==> config.mk <==
export PLATFORM = sky130hd
export DESIGN_NAME = next_pc_unit
export DESIGN_NICKNAME = d
export VERILOG_FILES = /design/src/rtl/mips_pc_pkg.sv /design/src/rtl/next_pc_unit_ras_stack.sv /design/src/rtl/next_pc_unit.sv
export SDC_FILE = /design/constraint.sdc
export NUM_CORES = 1
export LEC_CHECK = 0
export BUFFER_PORTS_ARGS = -buffer_cell sky130_fd_sc_hd__buf_2
export CAP_MARGIN = 10
export CORE_MARGIN = 4
export CORE_UTILIZATION = 45
export CTS_CLUSTER_SIZE = 12
export DETAILED_ROUTE_END_ITERATION = 16
export GPL_TIMING_DRIVEN = 0
export PLACE_DENSITY_LB_ADDON = 0.05
export REMOVE_ABC_BUFFERS = 1
export SLEW_MARGIN = 20
export SYNTH_ARGS = -nofsm -noshare
export SYNTH_HDL_FRONTEND = slang
export SYNTH_SLANG_ARGS = --single-unit
==> constraint.sdc <==
create_clock -name clk -period 3.2 [get_ports clk]
set_clock_uncertainty 0.05 [all_clocks]
set_input_delay 0.32 -clock clk [delete_from_list [all_inputs] [get_ports clk]]
set_output_delay 0.32 -clock clk [all_outputs]
set_load 0.02 [all_outputs]
==> src/rtl/mips_pc_pkg.sv <==
// Shared types and constants for the next_pc_unit program-counter sequencer.
package mips_pc_pkg;

  typedef enum logic [2:0] {
    BR_NONE = 3'd0,
    BR_BEQ  = 3'd1,
    BR_BNE  = 3'd2,
    BR_BLEZ = 3'd3,
    BR_BGTZ = 3'd4,
    BR_BLTZ = 3'd5
  } br_type_t;

  typedef enum logic [1:0] {
    ST_BOOT  = 2'd0,
    ST_RUN   = 2'd1,
    ST_FAULT = 2'd2
  } npc_state_t;

  // Raw branch condition codes as they arrive on br_type_i
  localparam logic [2:0] BRC_NONE = 3'd0;
  localparam logic [2:0] BRC_BEQ  = 3'd1;
  localparam logic [2:0] BRC_BNE  = 3'd2;
  localparam logic [2:0] BRC_BLEZ = 3'd3;
  localparam logic [2:0] BRC_BGTZ = 3'd4;
  localparam logic [2:0] BRC_BLTZ = 3'd5;

  // Branch resolution from ALU flags; unknown codes (6, 7) are never taken.
  function automatic logic br_taken(input logic [2:0] br_type,
                                    input logic       zero,
                                    input logic       lt,
                                    input logic       gt);
    logic t;
    t = 1'b0;
    case (br_type)
      BRC_BEQ:  t = zero;
      BRC_BNE:  t = ~zero;
      BRC_BLEZ: t = lt | zero;
      BRC_BGTZ: t = gt;
      BRC_BLTZ: t = lt;
      default:  t = 1'b0;
    endcase
    return t;
  endfunction

endpackage

==> src/rtl/next_pc_unit_ras_stack.sv <==
// Circular return-address stack. Overflow overwrites the oldest entry,
// an empty pop is ignored. Contents are not reset; occupancy is.
module ras_stack
  import mips_pc_pkg::*;
#(
  parameter int AW    = 32,
  parameter int DEPTH = 4
) (
  input  logic                     clk,
  input  logic                     rst_n,
  input  logic                     push_i,
  input  logic                     pop_i,
  input  logic [AW-1:0]            data_i,
  output logic [AW-1:0]            top_o,
  output logic                     empty_o,
  output logic [$clog2(DEPTH):0]   count_o
);

  localparam int PW = $clog2(DEPTH);
  localparam logic [PW:0] FULL = (PW+1)'(DEPTH);

  logic [AW-1:0] mem_q [DEPTH];
  logic [PW-1:0] ptr_q, ptr_d;
  logic [PW:0]   cnt_q, cnt_d;
  logic [PW-1:0] top_idx;
  logic [PW-1:0] wr_idx;
  logic          wr_en;
  logic          pop_ok;

  assign empty_o = (cnt_q == '0);
  assign count_o = cnt_q;
  assign top_idx = ptr_q - PW'(1);
  assign pop_ok  = pop_i & ~empty_o;
  assign top_o   = empty_o ? '0 : mem_q[top_idx];

  // Pointer/occupancy update; push+pop together replaces the top entry
  always_comb begin
    ptr_d  = ptr_q;
    cnt_d  = cnt_q;
    wr_en  = 1'b0;
    wr_idx = ptr_q;
    if (push_i && pop_ok) begin
      wr_en  = 1'b1;
      wr_idx = top_idx;
    end else if (push_i) begin
      wr_en = 1'b1;
      ptr_d = ptr_q + PW'(1);
      if (cnt_q != FULL) cnt_d = cnt_q + (PW+1)'(1);
    end else if (pop_ok) begin
      ptr_d = top_idx;
      cnt_d = cnt_q - (PW+1)'(1);
    end
  end

  // Pointer and occupancy registers; reset empties the stack
  always_ff @(posedge clk or negedge rst_n) begin
    if (!rst_n) begin
      ptr_q <= '0;
      cnt_q <= '0;
    end else begin
      ptr_q <= ptr_d;
      cnt_q <= cnt_d;
    end
  end

  // Entry storage, written on push
  always_ff @(posedge clk) begin
    if (wr_en) mem_q[wr_idx] <= data_i;
  end

endmodule

==> src/rtl/next_pc_unit.sv <==
// Program-counter sequencer for the single-cycle MIPS core.
// Optional return-address stack enabled by defining NPC_RAS_EN.
//
//   state    | meaning
//   ---------+----------------------------------------------------------
//   ST_BOOT  | one cycle after reset, PC held at RESET_PC, not valid
//   ST_RUN   | normal fetch; PC advances by stall/jr/jump/branch/seq priority
//   ST_FAULT | misaligned jr target seen; PC frozen until reset
//
// BOOT holds RESET_PC, so the reset vector itself is the first valid fetch.
module next_pc_unit
  import mips_pc_pkg::*;
#(
  parameter int            AW        = 32,
  parameter logic [AW-1:0] RESET_PC  = '0,
  parameter int            RAS_DEPTH = 4
) (
  input  logic          clk,
  input  logic          rst_n,
  input  logic          stall_i,
  input  logic [2:0]    br_type_i,
  input  logic          zero_i,
  input  logic          lt_i,
  input  logic          gt_i,
  input  logic [15:0]   offset_i,
  input  logic          jump_i,
  input  logic          jal_i,
  input  logic [25:0]   jidx_i,
  input  logic          jr_i,
  input  logic          jr_ra_i,
  input  logic [AW-1:0] jr_target_i,
  output logic [AW-1:0] pc_o,
  output logic [AW-1:0] link_o,
  output logic          pc_valid_o,
  output logic          redirect_o,
  output logic          fault_o,
  output logic [AW-1:0] ras_top_o,
  output logic          ras_mismatch_o
);

  localparam logic [AW-1:0] JMASK = AW'({28{1'b1}});

  npc_state_t    state_q, state_d;
  logic [AW-1:0] pc_q, pc_d;
  logic [AW-1:0] off_ext;
  logic [AW-1:0] br_tgt;
  logic [AW-1:0] jmp_tgt;
  logic          run_go;
  logic          taken;
  logic          jr_misaligned;

  assign run_go        = (state_q == ST_RUN) & ~stall_i;
  assign taken         = br_taken(br_type_i, zero_i, lt_i, gt_i);
  assign jr_misaligned = |jr_target_i[1:0];

  assign link_o  = pc_q + AW'(4);
  assign off_ext = {{(AW-16){offset_i[15]}}, offset_i};
  assign br_tgt  = link_o + (off_ext << 2);
  assign jmp_tgt = (link_o & ~JMASK) | AW'({jidx_i, 2'b00});
  assign pc_o    = pc_q;

  // State register
  always_ff @(posedge clk or negedge rst_n) begin
    if (!rst_n) state_q <= ST_BOOT;
    else        state_q <= state_d;
  end

  // Next-state logic; stall is ignored in BOOT, everything is ignored in FAULT
  always_comb begin
    state_d = state_q;
    case (state_q)
      ST_BOOT:  state_d = ST_RUN;
      ST_RUN:   if (run_go && jr_i && jr_misaligned) state_d = ST_FAULT;
      ST_FAULT: state_d = ST_FAULT;
      default:  state_d = ST_BOOT;
    endcase
  end

  // State-decoded outputs
  always_comb begin
    pc_valid_o = (state_q == ST_RUN);
    fault_o    = (state_q == ST_FAULT);
    redirect_o = run_go & (jr_i | jump_i | jal_i | taken);
  end

  // Next-PC selection: stall > jr > jump/jal > taken branch > sequential
  always_comb begin
    pc_d = pc_q;
    if (run_go) begin
      if (jr_i) begin
        if (!jr_misaligned) pc_d = jr_target_i;
      end else if (jump_i || jal_i) begin
        pc_d = jmp_tgt;
      end else if (taken) begin
        pc_d = br_tgt;
      end else begin
        pc_d = link_o;
      end
    end
  end

  // PC register
  always_ff @(posedge clk or negedge rst_n) begin
    if (!rst_n) pc_q <= RESET_PC;
    else        pc_q <= pc_d;
  end

`ifdef NPC_RAS_EN
  logic                         ras_push;
  logic                         ras_pop;
  logic                         ras_empty;
  logic [AW-1:0]                ras_top;
  logic [$clog2(RAS_DEPTH):0]   ras_count;
  logic                         unused_ras;

  // A jal that loses to a simultaneous jr was never executed, so it does not push
  assign ras_push = run_go & jal_i & ~jr_i;
  assign ras_pop  = run_go & jr_i & jr_ra_i;

  ras_stack #(
    .AW    (AW),
    .DEPTH (RAS_DEPTH)
  ) u_ras (
    .clk     (clk),
    .rst_n   (rst_n),
    .push_i  (ras_push),
    .pop_i   (ras_pop),
    .data_i  (link_o),
    .top_o   (ras_top),
    .empty_o (ras_empty),
    .count_o (ras_count)
  );

  // Prediction is advisory only; the jr target always comes from the register file
  assign ras_top_o      = ras_top;
  assign ras_mismatch_o = ras_pop & (ras_empty | (ras_top != jr_target_i));
  assign unused_ras     = ^ras_count;
`else
  logic unused_ras;

  assign ras_top_o      = '0;
  assign ras_mismatch_o = 1'b0;
  assign unused_ras     = jr_ra_i;
`endif

endmodule

## Word level (Yosys, flattened, before mapping)

Index checks and enable logic that the tools add are counted.

- Add/subtract/negate cells: 2
- Multipliers: 0
- Div/mod/pow operators: 0
- Order comparisons: 0
- Eq/ne operators: 9
- Shift-type cells: 0
- Mux-type cells: 7
- Bitwise operators: 9
- Reductions and logical operators: 6

Operators by type and width:

| operator | number |
|---|---|
| $mux W32 | 4 |
| $add A32 B3 Y32 const B | 1 |
| $add A32 B32 Y32 | 1 |
| $or A32 B28 Y32 | 1 |
| $eq A3 B2 Y1 const B | 2 |
| $eq A3 B3 Y1 const B | 2 |
| $pmux W2 S3 | 1 |
| $pmux W1 S5 | 1 |
| $or A1 B1 Y1 | 4 |
| $eq A3 B1 Y1 const B | 1 |
| $and A1 B1 Y1 | 2 |
| $eq A2 B1 Y1 const B | 1 |
| $eq A2 B2 Y1 const B | 1 |
| $logic_and A1 B1 Y1 | 2 |
| $logic_not A2 Y1 | 1 |
| $mux W2 | 1 |
| $ne A2 B1 Y1 const B | 1 |
| $ne A2 B2 Y1 const B | 1 |
| $not A1 Y1 | 2 |
| $reduce_and A2 Y1 | 1 |
| $reduce_or A2 Y1 | 1 |
| $logic_or A1 B1 Y1 | 1 |

- Register bits: 34
- Latch bits: 0
- Memory bits (writable): 0
- Memory bits (read-only): 0
- Input bits: 87
- Output and inout bits: 100
- Word-level logic and storage cells: 35
- Memories: 0

## Longest topological paths before layout

Gate-level depths: netlist of run 1.

- Depth after elaboration: 6
- Mapped depth: 17
- Mapped depth without buffers: 16

## Least setup slack after synthesis of run 1

No wires, ideal clock.

- Kind: reg-to-reg
- Start point: register pc_q[11] (netlist: pc_o[11])
- End point: register pc_q[31] (netlist: pc_o[31])
- Setup time: 135 ps
- Arrival: 3675 ps
- Required time: 3015 ps
- Setup slack: -660 ps
- Stages on the path, launching flop included: 17
- Path buffers: 1
- Clock period less this slack: 3860 ps
- Cells stage by stage: dfrtp_1 nand4_2 nor4_4 nand2_1 nor2_1 xor2_1 ha_1 clkbuf_1 a211oi_1 nor2_1 o21ai_0 a211oi_1 a211o_1 nor4_1 nor3_2 xnor2_1 o221ai_2

- Longest elaborated chain between the ends: 5
- Elaborated cells between the ends (all ways): 6
- Classes of those cells: 2 x add/sub; 3 x mux; 1 x bitwise

RTL lines:

| what | line | text |
|---|---|---|
| start: declaration | next_pc_unit.sv:44 | `logic [AW-1:0] pc_q, pc_d;` |
| start signal: assignment | next_pc_unit.sv:105 | `else pc_q <= pc_d;` |
| $add A32 B3 Y32 | next_pc_unit.sv:56 | `assign link_o = pc_q + AW'(4);` |
| named net link_o[22] | next_pc_unit.sv:33 | `output logic [AW-1:0] link_o,` |
| $add A32 B32 Y32 | next_pc_unit.sv:58 | `assign br_tgt = link_o + (off_ext << 2);` |
| $mux W32 | next_pc_unit.sv:94 | `end else if (taken) begin` |
| $mux W32 | next_pc_unit.sv:92 | `end else if (jump_i \|\| jal_i) begin` |
| $mux W32 | next_pc_unit.sv:90 | `if (jr_i) begin` |

The timed path passes the listed nets, and every way through them passes these cells.
A chain may end at the register's enable or synchronous reset.

## Worst setup path in the final report of run 1

- Start point: register pc_q[10] (netlist: pc_o[10])
- End point: register pc_q[29] (netlist: pc_o[29])

- Longest elaborated chain between the ends: 5
- Elaborated cells between the ends (all ways): 6
- Classes of those cells: 2 x add/sub; 3 x mux; 1 x bitwise

RTL lines:

| what | line |
|---|---|
| $add A32 B3 Y32 (*) | next_pc_unit.sv:56 |
| $add A32 B32 Y32 | next_pc_unit.sv:58 |
| $mux W32 | next_pc_unit.sv:94 |
| $mux W32 (*) | next_pc_unit.sv:92 |
| $mux W32 (*) | next_pc_unit.sv:90 |

Mark *: on every way between the ends. The rest lies on a longest branch, timed or not.

==> results of run 1 <==
[final cells by class]
| type | count | area, sq um | area share |
|---|---|---|---|
| sequential | 34 | 863 | 0.134 |
| clock buffer | 7 | 86.3 | 0.0134 |
| clock inverter | 1 | 5.00 | 0.000774 |
| timing repair buffer | 224 | 1370 | 0.211 |
| inverter | 10 | 37.5 | 0.00581 |
| tap | 133 | 166 | 0.0257 |
| multi-input combinational | 531 | 3940 | 0.609 |
[critical path: cells and delay by family (launching register included)]
| kind | cells | cell delay, ns |
|---|---|---|
| compound gates | 4 | 1.10 |
| simple gates | 5 | 0.67 |
| buf+inv | 3 | 0.44 |
| flops | 1 | 0.38 |
| fa+ha+maj | 1 | 0.33 |
| xor+xnor | 2 | 0.33 |
[repair_timing]
action | in CTS | in global routing
resized for setup | 71 | 52
pin swaps | 37 | 58
setup buffers | 42 | 26
hold buffers | 0 | 0
hold endpoints to repair | 0 | 0
endpoints found under the setup margin | 20 | 19
[cell usage in the layout, fill, tap and decap left out, types with 24 or more instances in the layout]
cell     synthesis  layout
a21oi_1         43      35
nor2_1          54      47
ha_1            39      26
buf_2            0     152
buf_4           35      59
nand2_1         88      85
dfrtp_1         34      24
o21ai_0         44      35
conb_1           1      33
[per-stage QoR]
stage          TNS, ns  hold slack [ns]  cells
2_1_floorplan    -6.95          -0.0256    575
3_5_place_dp    -11.23            0.431    866
6_report         -2.37           0.0714    940
3_3_place_gp    -35.15            0.430    860
4_1_cts          -1.46            0.104    916
5_1_grt          -4.81            0.130    940
[routing by layer]
metal / track usage / vias up / wire (microns) / part of all wire
met5: 0 / - / 0 / 0
met4: 0.0884 / 0 / 289 / 0.018
met3: 0.0324 / 21 / 962 / 0.060
met2: 0.468 / 188 / 8230 / 0.51
met1: 0.314 / 2531 / 6620 / 0.41
li1: - / 2545 / - / -
[power by group]
part | internal [mW] | switching, mW
sequential | 0.631 | 0.277
combinational | 2.03 | 2.63
clock | 0.174 | 0.186
total | 2.84 | 3.09
[logic make-up after synthesis]
kind of cell	count (synthesis)	share of synthesized area
AO/OA/AOI/OAI	193	0.281
XOR/XNOR	54	0.107
adder cells (fa/ha/maj)	40	0.113
buffers and inverters	72	0.0895
flip-flops	34	0.190
multiplexers	1	0.00223
other	1	0.000836
AND/OR/NAND/NOR	210	0.216
[sequential cells by signal, summed over array words and instances, names as in the netlist]
name	cells
pc_o	32
state_q	2
[final timing paths]
| kind | from | endpoint | cells past startpoint | slack, ns |
|---|---|---|---|---|
| min | rst_n | pc_o[12] | 1 | 0.07 |
| max reg2reg | pc_o[10] | pc_o[29] | 15 | -0.25 |
| min reg2reg | pc_o[0] | pc_o[0] | 1 | 0.47 |
| max in group asynchronous | rst_n | pc_o[7] | 1 | 2.42 |
| min in group clk | jidx_i[8] | pc_o[10] | 3 | 0.26 |
| max | pc_o[10] | pc_o[29] | 15 | -0.25 |
==> impl_metrics.csv, run 1 <==
group,metric,value,unit
run_status,status,"finished with violations",
run_status,violations,"setup timing",
critical_path,crit_required,3.33,ns
drt,wl,16100,microns
critical_path,critPathMaxStageDelay,0.47,ns
drt,drtIter0Drc,319,
clock_network,numCtsBuffers,5,
logic_synthesis,yosysWarnings,0,
finish,nets,933,
placed_design,dpl_cell_area,5270,sq um
power,finalPower,5.92,mW
drt,via_count,5285,
logic_synthesis,yosysUniqueCellTypes,58,
logic_synthesis,synth_ff_type,"dfrtp_1",
global_route,globalRouteTotalUtil,0.259,
logic_synthesis,seq_area_frac_synth,0.190,
power,max-vdd-ir-drop,447,uV
logic_synthesis,avgSynthCellArea,7.42,sq um
floorplanning,die_w,108,microns
sta,timing.fmax,290,MHz
floorplanning,die_area,11600,sq um
critical_path,crit_path_end_kind,"flip-flop",
critical_path,worst_setup_path_start_kind,"flip-flop",
sta,hold_violations,0,
floorplanning,core,9730,sq um
min_path,hold_class,"input port to asynchronous set/reset pin",
sta,grt_setup_unrepaired,"true",
drt,wire_per_inst,17.1,microns
logic_synthesis,synth.cell_area,4490,sq um
sta,drv_slew,0,
sta,worst_pin_slew,1.06,ns
finish,diodes,0,
sta,relSlewSlack,0.295,
clock_network,clock-root-buffer,"clkbuf_8",
floorplanning,fp-row-count,36,
logic_synthesis,ys_seq_elements,34,
sta,fin_ws,-0.247,ns
sta,setup_violations,15,
placed_design,hpwl,11200,microns
finish,final_core_utilization,0.664,
sta,period_share,1.08,
logic_synthesis,yosys-top-cells-count,"nand2_1, nor2_1, o21ai_0, a21oi_1, ha_1",
finish,drive_gt1_frac,0.416,
clock_network,cts.clk_slew.worst_paths,0.09,ns
finish,fillers,880,
critical_path,path_cells,"nand4_1, buf_6, buf_6, nor3_4, buf_4, nand3_1, xnor2_2, ha_4, nand4_1, o41a_1, a21oi_2, nor2_2, xnor2_1, a222oi_1, o21ai_1",
global_route,grt_pass1_wl,24100,microns
floorplanning,die_h,108,microns
global_route,grt_pass1_vias,5068,
global_route,grt_max_degree,59,
critical_path,critPathKind,"flip-flop to flip-flop",
drt,drc,0,
logic_synthesis,async_flop_share,1.00,
logic_synthesis,synth.most_common_cell,"nand2_1",
clock_network,cts.sinks,34,
logic_synthesis,netlist_instances,605,
power,p_per_area,916,nW/um^2
critical_path,cp_slowest_cell,"o41a_1",
critical_path,worst_ep_arrival_time,3.58,ns
global_route,overflow,0,
sta,period_minus_slack,3.45,ns
logic_synthesis,synthTopCellsByArea,"dfrtp_1, ha_1, nand2_1, xnor2_1, buf_4",
floorplanning,start_util,0.461,
drt,routed_via_density,5.62,
power,leakage,3.17,nW
floorplanning,io_pins,187,
drt,dr.pass1.iters,5,
finish,final_area,6460,sq um
clock_network,tritoncts,"yes",
clock_network,cts.path.max_buffers,2,
critical_path,cp_max_fo,5,
logic_synthesis,synth_top_area_frac,0.190,
logic_synthesis,synth.largest_area_cell,"dfrtp_1",
clock_network,insertion_delay,0.30,ns
drt,ant_nets,0,
placed_design,place_congestion,0.902,
job,drv_cap,0,
clock_network,htreeDepth,2,
logic_synthesis,synth-edff-count,0,
placed_design,port_buffers,152,
global_route,antenna_found_initial,0,
finish,area_delta_synth_final,44.0,%
placed_design,place_ws,-0.843,ns
(Power assumes the default switching activity.)
==> run 2, diff against run 1 <==
- CAP_MARGIN: 10 -> default
- CELL_PAD_IN_SITES_DETAIL_PLACEMENT: default -> 1
- CELL_PAD_IN_SITES_GLOBAL_PLACEMENT: default -> 1
- CORE_UTILIZATION: 45 -> 31
==> run 2 against run 1 <==
Compared with the run above: the flow still finishes with violations (setup timing); cell count up 4.5%; non-clock buffer count shrank 3; worst hold slack gained 0.064 ns; critical path type unchanged; largest cell class unchanged.
==> impl_metrics.csv, run 2 (synthesized netlist as in run 1, its figures left out) <==
group,metric,value,unit
drt,wl,18300,microns
sta,period_share,1.08,
sta,timing.fmax,290,MHz
power,p_sw,3.19,mW
floorplanning,die_w,128,microns
finish,largest_register_ffs,32,
run_status,violations,"setup timing",
floorplanning,die_area,16500,sq um
global_route,grt_pass1_vias,5454,
critical_path,r2r_slack,-0.25,ns
power,switching_share,0.512,
drt,drtIter0Drc,194,
clock_network,numCtsBuffers,5,
floorplanning,fp-row-count,43,
power,p_seq_frac,0.146,
finish,finalNonFillerCells,982,
drt,ant_nets,0,
finish,layout_commonest_cell,"buf_2",
clock_network,cts.sinks,34,
clock_network,htreeDepth,2,
critical_path,crit_required,3.31,ns
power,leakage,3.15,nW
power,max-vdd-ir-drop,436,uV
critical_path,critPathMaxStageDelay,0.41,ns
sta,drv_slew,0,
clock_network,cts_hold_buf,0,
floorplanning,die_h,128,microns
clock_network,insertion_delay,0.29,ns
critical_path,reg2reg_to,"pc_o[31]",
critical_path,worst_setup_path_start_kind,"flip-flop",
finish,drive_gt1_frac,0.433,
global_route,grt_pass1_wl,28500,microns
drt,wire_per_inst,18.6,microns
global_route,grt_max_degree,59,
critical_path,cp_max_fo,4,
clock_network,cts.path.max_buffers,2,
drt,via_count,5194,
critical_path,cp_slowest_cell,"nor4_4",
floorplanning,start_util,0.320,
critical_path,reg2reg_depth,15,
finish,diodes,0,
sta,hold_violations,0,
placed_design,dp.cells,914,
global_route,globalRouteTotalUtil,0.217,
sta,tns,-1.75,ns
drt,routed_via_density,5.29,
power,p_per_area,934,nW/um^2
placed_design,port_buffers,152,
global_route,antenna_found_initial,0,
placed_design,place_congestion,0.904,
critical_path,worst_ep_arrival_time,3.57,ns
floorplanning,io_pins,187,
sta,fin_ws,-0.253,ns
sta,worst_pin_slew,1.08,ns
min_path,hold_class,"input port to asynchronous set/reset pin",
finish,final_cell_mix,"buf_2, nand2_1, buf_4",
placed_design,hpwl,13400,microns
clock_network,tritoncts,"yes",
finish,fillers,1747,
sta,relSlewSlack,0.282,
power,combPwrFrac,0.773,
clock_network,cts.clk_slew.worst_paths,0.06,ns
drt,dr.pass1.iters,4,
sta,grt_setup_unrepaired,"true",
critical_path,path_cells,"nand3_2, nor4_4, and2_4, nand4_1, xnor2_2, ha_4, o21ai_2, nor2_2, o21ai_2, a211oi_2, a211o_1, nor4_4, nor3_2, xnor2_1, o221ai_2",
job,drv_cap,0,
power,clockPowerShare,0.081,
sta,period_minus_slack,3.45,ns
global_route,overflow,0,
critical_path,crit_path_end_kind,"flip-flop",
clock_network,clock-root-buffer,"clkbuf_16",
critical_path,r2r-start,"pc_o[19]",
finish,nets,930,
critical_path,critPathKind,"flip-flop to flip-flop",
power,internal_power,3.04,mW
sta,setup_violations,14,
run_status,status,"finished with violations",
drt,drc,0,
floorplanning,core,14000,sq um
placed_design,place_ws,-0.979,ns
finish,area_delta_synth_final,48.8,%
-- run 2: timing repair --
action / in CTS / in global routing
gates resized for setup: 84 / 61
buffers inserted: 43 / 19
endpoints found under the setup margin: 23 / 21
pin swaps: 39 / 45
-- run 2: area by class of cell --
type | count | area, sq um | area share
clock buffer | 6 | 139 | 0.0208
inverter | 10 | 37.5 | 0.00562
multi-input combinational | 531 | 4070 | 0.610
sequential | 34 | 865 | 0.129
tap | 180 | 225 | 0.0337
timing repair buffer | 221 | 1340 | 0.201
-- run 2: how the worst max path moves through the flow --
stage	startpoint	end	slack (ns)	cells after the start
after global routing	pc_o[19]	pc_o[31]	-0.47	15
after detailed placement	pc_o[7]	pc_o[23]	-0.98	14
after CTS	pc_o[8]	pc_o[23]	-0.26	16
after floorplan	pc_o[11]	pc_o[31]	-0.62	15
final	pc_o[19]	pc_o[31]	-0.25	15
after global placement	br_type_i[0]	pc_o[4]	-2.19	8
-- run 2: per-layer routing --
layer / track usage / wire length (microns) / share of wire / vias up
met5: 0 / 0 / 0 / -
li1: - / - / - / 2516
met3: 0.0300 / 800 / 0.044 / 18
met4: 0.0637 / 261 / 0.014 / 0
met2: 0.393 / 9540 / 0.52 / 126
met1: 0.268 / 7690 / 0.42 / 2534
-- run 2: worst max-delay path: cells and delay by family, from the launching register on --
kind	cells	cell delay, ns
xor+xnor	2	0.50
fa+ha+maj	1	0.26
compound gates	5	0.82
flops	1	0.40
simple gates	7	1.29
-- run 2: power groups by stage --
| stage | sequential [mW] | clock (mW) | combinational, mW |
|---|---|---|---|
| after floorplan | 1.08 | 0 | 2.34 |
| after global placement | 0.904 | 0 | 3.54 |
| after detailed placement | 0.918 | 0 | 3.61 |
| after CTS | 0.903 | 0.524 | 4.36 |
| after global routing | 0.944 | 0.538 | 5.26 |
| final | 0.908 | 0.505 | 4.82 |
-- run 2: per-stage QoR --
stage	hold WS [ns]	power [mW]	area [sq um]	utilization
after detailed placement	0.441	4.53	5340	0.380
after CTS	0.159	5.78	6250	0.445
after global placement	0.441	4.44	5230	0.372
final	0.135	6.24	6680	0.476
after floorplan	-0.0256	3.42	4240	-
after global routing	0.189	6.74	6680	0.476
